==> src/rtl/audio_peak_hold.sv <==
// -----------------------------------------------------------------------------
// audio_peak_hold
//
// Per-channel peak meter feeding the LED bar driver. Every accepted sample is
// turned into a bar index (one segment per 6 dB, i.e. one bit of magnitude),
// the per-frame maximum is tracked per channel, and at each frame end a
// peak-hold / one-segment-per-frame decay law updates the displayed level.
// One left/right level pair is offered per frame on a valid/ready output.
//
// Ports
//   clk            sample-domain clock
//   nreset         asynchronous active-low reset
//   i_valid        input sample valid
//   i_ready        input ready (always 1 out of reset; never backpressures)
//   i_is_left      1 = left sample, 0 = right sample
//   i_audio        signed sample, MSB-aligned
//   o_valid        level pair valid
//   o_ready        downstream ready
//   o_level_left   left bar level, 0..LEVELS
//   o_level_right  right bar level, 0..LEVELS
//   o_overrun      sticky: a frame result replaced an unconsumed one
// -----------------------------------------------------------------------------
module audio_peak_hold #(
  parameter  int LEVELS         = 16,
  parameter  int UPDATE_SAMPLES = 1024,
  parameter  int HOLD_FRAMES    = 8,
  localparam int LW             = $clog2(LEVELS + 1)
) (
  input  logic          clk,
  input  logic          nreset,
  input  logic          i_valid,
  output logic          i_ready,
  input  logic          i_is_left,
  input  logic [31:0]   i_audio,
  output logic          o_valid,
  input  logic          o_ready,
  output logic [LW-1:0] o_level_left,
  output logic [LW-1:0] o_level_right,
  output logic          o_overrun
);

  localparam int CW = (UPDATE_SAMPLES > 1) ? $clog2(UPDATE_SAMPLES) : 1;
  localparam int HW = (HOLD_FRAMES > 0) ? $clog2(HOLD_FRAMES + 1) : 1;

  typedef struct packed {
    logic [LW-1:0] disp;
    logic [HW-1:0] hold;
  } chan_t;

  // ---------------------------------------------------------------------------
  // Magnitude window. Only bits 30 .. 31-LEVELS of |x| matter. For negative x,
  // -x = ~(x - 1); the borrow out of the bits below the window is simply
  // "all low bits are zero", so the full 32-bit negation is never built.
  // A zero bit is appended so the low slice is never empty (LEVELS = 31).
  // ---------------------------------------------------------------------------
  logic [32:0]       audio_ext;
  logic [LEVELS-1:0] raw_win;
  logic [LEVELS-1:0] abs_win;
  logic              low_zero;
  logic [LW-1:0]     level;

  assign audio_ext = {i_audio, 1'b0};
  assign raw_win   = audio_ext[31:32-LEVELS];
  assign low_zero  = (audio_ext[31-LEVELS:0] == '0);

  always_comb begin
    // NOTE: every combinational output gets a default first so no path leaves
    // it unassigned; otherwise synthesis infers a latch.
    abs_win = raw_win;
    if (audio_ext[32]) begin
      if (raw_win == '0 && low_zero) begin
        abs_win = '1;                                 // -2^31 saturates to 2^31-1
      end else begin
        abs_win = ~(raw_win - LEVELS'(low_zero));
      end
    end
  end

  // Highest set window bit wins: position k maps to level k+1.
  always_comb begin
    level = '0;
    for (int k = 0; k < LEVELS; k++) begin
      if (abs_win[k]) level = LW'(k + 1);
    end
  end

  // ---------------------------------------------------------------------------
  // Frame accumulation
  // ---------------------------------------------------------------------------
  logic          accept;
  logic          frame_end;
  logic [CW-1:0] cnt_q, cnt_d;
  logic [LW-1:0] fmax_l_q, fmax_l_d, fmax_r_q, fmax_r_d;
  logic [LW-1:0] fm_l, fm_r;

  assign i_ready   = nreset;
  assign accept    = i_valid & i_ready;
  assign frame_end = accept & ~i_is_left & (cnt_q == CW'(UPDATE_SAMPLES - 1));

  // Frame maxima including the current sample, so the frame-end sample counts.
  assign fm_l = (accept &  i_is_left & (level > fmax_l_q)) ? level : fmax_l_q;
  assign fm_r = (accept & ~i_is_left & (level > fmax_r_q)) ? level : fmax_r_q;

  always_comb begin
    cnt_d    = cnt_q;
    fmax_l_d = frame_end ? '0 : fm_l;
    fmax_r_d = frame_end ? '0 : fm_r;
    if (accept && !i_is_left) begin
      cnt_d = frame_end ? '0 : cnt_q + 1'b1;
    end
  end

  // ---------------------------------------------------------------------------
  // Peak hold and decay, evaluated once per frame per channel
  // ---------------------------------------------------------------------------
  function automatic chan_t frame_update(input chan_t cur, input logic [LW-1:0] fm);
    chan_t nxt;
    nxt = cur;
    if (fm >= cur.disp) begin
      nxt.disp = fm;
      nxt.hold = HW'(HOLD_FRAMES);
    end else if (cur.hold != '0) begin
      nxt.hold = cur.hold - 1'b1;
    end else begin
      // fm < disp here, so disp >= 1 and the decrement cannot wrap.
      nxt.disp = ((cur.disp - 1'b1) > fm) ? cur.disp - 1'b1 : fm;
    end
    return nxt;
  endfunction

  chan_t left_q, left_d, right_q, right_d;
  logic  valid_q, valid_d;
  logic  overrun_q, overrun_d;

  always_comb begin
    left_d    = left_q;
    right_d   = right_q;
    valid_d   = valid_q;
    overrun_d = overrun_q;
    if (frame_end) begin
      left_d  = frame_update(left_q, fm_l);
      right_d = frame_update(right_q, fm_r);
      valid_d = 1'b1;
      // Replacing an item that is not being consumed on this edge is an overrun.
      if (valid_q && !o_ready) overrun_d = 1'b1;
    end else if (valid_q && o_ready) begin
      valid_d = 1'b0;
    end
  end

  always_ff @(posedge clk or negedge nreset) begin
    if (!nreset) begin
      cnt_q     <= '0;
      fmax_l_q  <= '0;
      fmax_r_q  <= '0;
      left_q    <= '0;
      right_q   <= '0;
      valid_q   <= 1'b0;
      overrun_q <= 1'b0;
    end else begin
      // NOTE: non-blocking assignments so every flop samples the pre-edge
      // values; blocking ones here would make results depend on statement order.
      cnt_q     <= cnt_d;
      fmax_l_q  <= fmax_l_d;
      fmax_r_q  <= fmax_r_d;
      left_q    <= left_d;
      right_q   <= right_d;
      valid_q   <= valid_d;
      overrun_q <= overrun_d;
    end
  end

  // Displayed levels only change at a frame end, so they are stable while the
  // pair is pending and can drive the outputs directly.
  assign o_valid       = valid_q;
  assign o_level_left  = left_q.disp;
  assign o_level_right = right_q.disp;
  assign o_overrun     = overrun_q;

endmodule
==> config.mk <==
export PLATFORM = sky130hd
export DESIGN_NAME = audio_peak_hold
export DESIGN_NICKNAME = d
export VERILOG_FILES = /design/src/rtl/audio_peak_hold.sv
export SDC_FILE = /design/constraint.sdc
export NUM_CORES = 1
export LEC_CHECK = 0
export ABC_AREA = 1
export CELL_PAD_IN_SITES_DETAIL_PLACEMENT = 0
export CELL_PAD_IN_SITES_GLOBAL_PLACEMENT = 1
export CORE_ASPECT_RATIO = 1.5
export CORE_MARGIN = 4
export CORE_UTILIZATION = 50
export CTS_CLUSTER_SIZE = 20
export DETAILED_ROUTE_END_ITERATION = 10
export DONT_BUFFER_PORTS = 1
export PLACE_DENSITY = 0.94
export REMOVE_ABC_BUFFERS = 1
export SLEW_MARGIN = 30
export SYNTH_ARGS = -nofsm -noshare
export SYNTH_HDL_FRONTEND = slang
export SYNTH_SLANG_ARGS = --single-unit
==> constraint.sdc <==
create_clock -name clk -period 5.4 [get_ports clk]
set_clock_uncertainty 0.15 [all_clocks]
set_input_delay 1.62 -clock clk [delete_from_list [all_inputs] [get_ports clk]]
set_output_delay 1.62 -clock clk [all_outputs]
set_load 0.03 [all_outputs]
==> run_results.csv, run 1 <==
group,metric,value,unit
clock_network,cts-root-buf,"clkbuf_16",
detailed_routing,vias_per_cell,5.397,
layout,mostFrequentLayoutCells,"nand2_1, buf_4, inv_1",
critical_path,crit_family,"simple AND/OR/NAND/NOR gates",
run_status,outcome,"complete, but fails checks",
clock_network,worstSkewPairLatency,0.28,ns
detailed_routing,drt_pass1_iterations,4,
run_status,violations,"negative setup slack",
layout,fillers,535,
layout,final_common_cell,"nand2_1",
sta,fin_tns_setup,-8.746,ns
die,start_util,51.45,%
sta,setup_viol,18,
run,maxCapViolations,0,
detailed_routing,drc,0,
critical_path,slowest_stage,"nor4_4",
critical_path,worst-r2r-cell-count,25,
critical_path,critPathKind,"in2reg",
synthesis,ys_ff_latch,40,
clock_network,clk_path_buf_depth,2,
synthesis,syn_area,3941,µm²
sta,min_period,5.962,ns
layout,layout-drive-gt1-share,41.08,%
critical_path,cp_common_cell,"nand2_2",
synthesis,synthArstFlopShare,100.0,%
layout,utilization,75.37,%
sta,timing.final.ws_setup,-0.5618,ns
die,core_area,7661,µm²
detailed_routing,wirelength,12880,µm
clock_network,htreeDepth,2,
power_and_ir_drop,p_leak,2.927,nW
detailed_routing,route.vias.total,4361,
global_route,grt_use_total,26.11,%
critical_path,reg2reg_slack,2.08,ns
critical_path,timing.rr.start,"fmax_r_q[4]$_DFF_PN0_",
min_path,min_from,"right_q[2]$_DFFE_PN0P_",
synthesis,yosysSeqAreaShare,25.40,%
clock_network,cts_tree,"yes",
sta,timing.final.crit_share,110.4,%
layout,multiInputGateArea,3109,µm²
detailed_routing,met2_length,7210,µm
sta,rsz0062_at_grt,"true",
placement,hpwl,7955,µm
layout,area_delta_synth_final,46.51,%
clock_network,clk_pin_slew_worst_paths,0.06,ns
synthesis,ys_warn_count,0,
clock_network,cts.sinks,40,
power_and_ir_drop,ir_drop,0.2617,mV
detailed_routing,ant_nets,0,
critical_path,cp.buffers_inverters,9,
layout,nets,775,
sta,worst_pin_slew,0.9054,ns
placement,io_buffers,0,
layout,diodes,0,
critical_path,critPathLaunchType,"input pin",
die,top_level_ports,50,
critical_path,worstPathArrival,5.99,ns
synthesis,avgSynthCellArea,6.558,µm²
detailed_routing,drt-initial-drc-count,250,
synthesis,synthCells,601,
detailed_routing,wl_per_cell,15.94,µm
sta,relSlewSlack,39.14,%
synthesis,ys_types,35,
layout,seq_area,1001,µm²
placement,gp_congestion,0.9269,
critical_path,r2r-end,"o_level_right[1]$_DFFE_PN0P_",
die,die_h,116.7,µm
synthesis,synth_flop_cell,"dfrtp_1",
clock_network,cts_hold_buf,0,
global_route,grt_pass1_vias,4505,
global_route,grt_pass1_wl,19500,µm
global_route,grt_max_degree,44,
critical_path,cp.required,5.43,ns
min_path,hp-class,"reg2reg",
die,dieArea,9396,µm²
die,die-width,80.49,µm
global_route,antenna_found_initial,0,
critical_path,path_max_fanout,6,
synthesis,synth_edf_count,0,
detailed_routing,route.met3.wl,636,µm
min_path,hold_end,"right_q[2]$_DFFE_PN0P_",
critical_path,end_kind,"register",
clock_network,cts_buffers,5,
critical_path,slowest_delay,0.29,ns
detailed_routing,top_layer_used,"met4",
power_and_ir_drop,powerDensity,384.5,nW/µm²
sta,slew_viol_final,0,
die,fp-row-count,39,
global_route,gr-total-overflow,0,
sta,timing.fmax,167.7,MHz
sta,hold_viol_final,0,
min_path,min_path_cells,1,
detailed_routing,drt-met1-wl,4363,µm
## state kept, by name, summed over array words and instances (netlist names)
signal,count
o_level_right,5
o_overrun,1
left_q,4
fmax_l_q,5
o_valid,1
right_q,4
fmax_r_q,5
cnt_q,10
o_level_left,5
## repair_timing
| action | 4_1_cts | 5_1_grt |
|---|---|---|
| buffers inserted | 34 | 9 |
| setup endpoints to repair | 18 | 20 |
| pin swaps | 58 | 53 |
| gates resized for setup | 128 | 72 |
## area by class of cell
| class | instances | share of cell area, % |
|---|---|---|
| multi-input combinational | 426 | 53.85 |
| sequential | 40 | 17.33 |
| timing repair buffer | 111 | 15.34 |
| inverter | 121 | 8.299 |
| tap | 102 | 2.210 |
| clock buffer | 5 | 2.167 |
| clock inverter | 3 | 0.8017 |
## worst max-delay path by stage
stage                            from                            to  slack [ns]  cells past startpoint
after global routing       i_audio[9]  o_level_right[4]$_DFFE_PN0P_       -0.87                     43
final                      i_audio[9]  o_level_right[1]$_DFFE_PN0P_       -0.56                     40
after CTS                 i_audio[13]   o_level_left[3]$_DFFE_PN0P_       -0.24                     42
after global placement     i_audio[5]   o_level_left[1]$_DFFE_PN0P_       -0.99                     33
after detailed placement  i_audio[11]   o_level_left[3]$_DFFE_PN0P_       -1.13                     33
after floorplan            i_audio[5]  o_level_right[0]$_DFFE_PN0P_       -0.52                     38
## per-layer routing
layer / vias to the layer above / GRT usage [%]
li1: 2089 / -
met1: 2033 / 25.91
met2: 173 / 51.99
met3: 66 / 2.932
met4: 0 / 12.97
met5: - / 0
## cell usage after synthesis (2+ instances only)
cell	number	area, µm²
a21oi_1	11	55.05
a221oi_1	2	17.52
buf_4	12	90.09
dfrtp_1	40	1001
ha_1	33	412.9
inv_1	111	416.7
inv_2	10	37.54
nand2_1	141	529.3
nand2_2	11	68.82
nand2_4	7	78.83
nand3_1	62	310.3
nand3_2	4	40.04
nand3b_1	5	37.54
nand4_1	11	68.82
nor2_1	60	225.2
nor2_2	7	43.79
nor2_4	3	33.78
nor3_1	6	30.03
nor4_1	2	12.51
o21a_1	3	22.52
o21ai_0	24	120.1
o21ai_1	4	20.02
o21ai_2	2	17.52
o21bai_1	3	22.52
xnor2_1	3	26.28
xor2_1	15	131.4
## worst register-to-register path: cells and delay by family (launching register included)
kind,cells,cell delay [ns]
AO/OA/AOI/OAI,2,0.39
adder cells (fa/ha/maj),2,0.62
buffers and inverters,8,0.58
flip-flops,1,0.38
AND/OR/NAND/NOR,13,1.10
## cell families (layout without fill, tap and decap cells)
group           Yosys count  count (layout)  share of synthesized area, %
fa+ha+maj                33              33                         10.48
compound gates           52              52                         7.492
simple gates            322             322                         38.19
xor+xnor                 19              19                         4.413
flops                    40              40                         25.40
buf+inv                 135             240                         14.03
## report_power, final
part | internal [mW] | switching, mW | leakage (nW) | total [mW]
clock network | 0.220 | 0.128 | 0.0804 | 0.347
logic | 0.652 | 0.809 | 2.36 | 1.46
registers | 0.356 | 0.0562 | 0.486 | 0.412
## through the flow
stage / area [µm²] / total power [mW] / hold slack (ns) / setup slack (ns) / cells
global route: 5774 / 2.358 / 0.3374 / -0.8661 / 808
CTS: 5386 / 1.911 / 0.3177 / -0.2438 / 800
detailed placement: 4496 / 1.289 / 0.3069 / -1.130 / 759
floorplan: 3842 / 0.9782 / 0.2820 / -0.5176 / 587
global placement: 4496 / 1.259 / 0.2985 / -0.9868 / 759
finish: 5774 / 2.220 / 0.3122 / -0.5618 / 808
Power figures use the tool's default switching activity.
==> run 2, diff against run 1 <==
- CTS_CLUSTER_SIZE: 20 -> 16
==> results of run 2 <==
Final layout, timing and power as in run 1 (identical DEF).
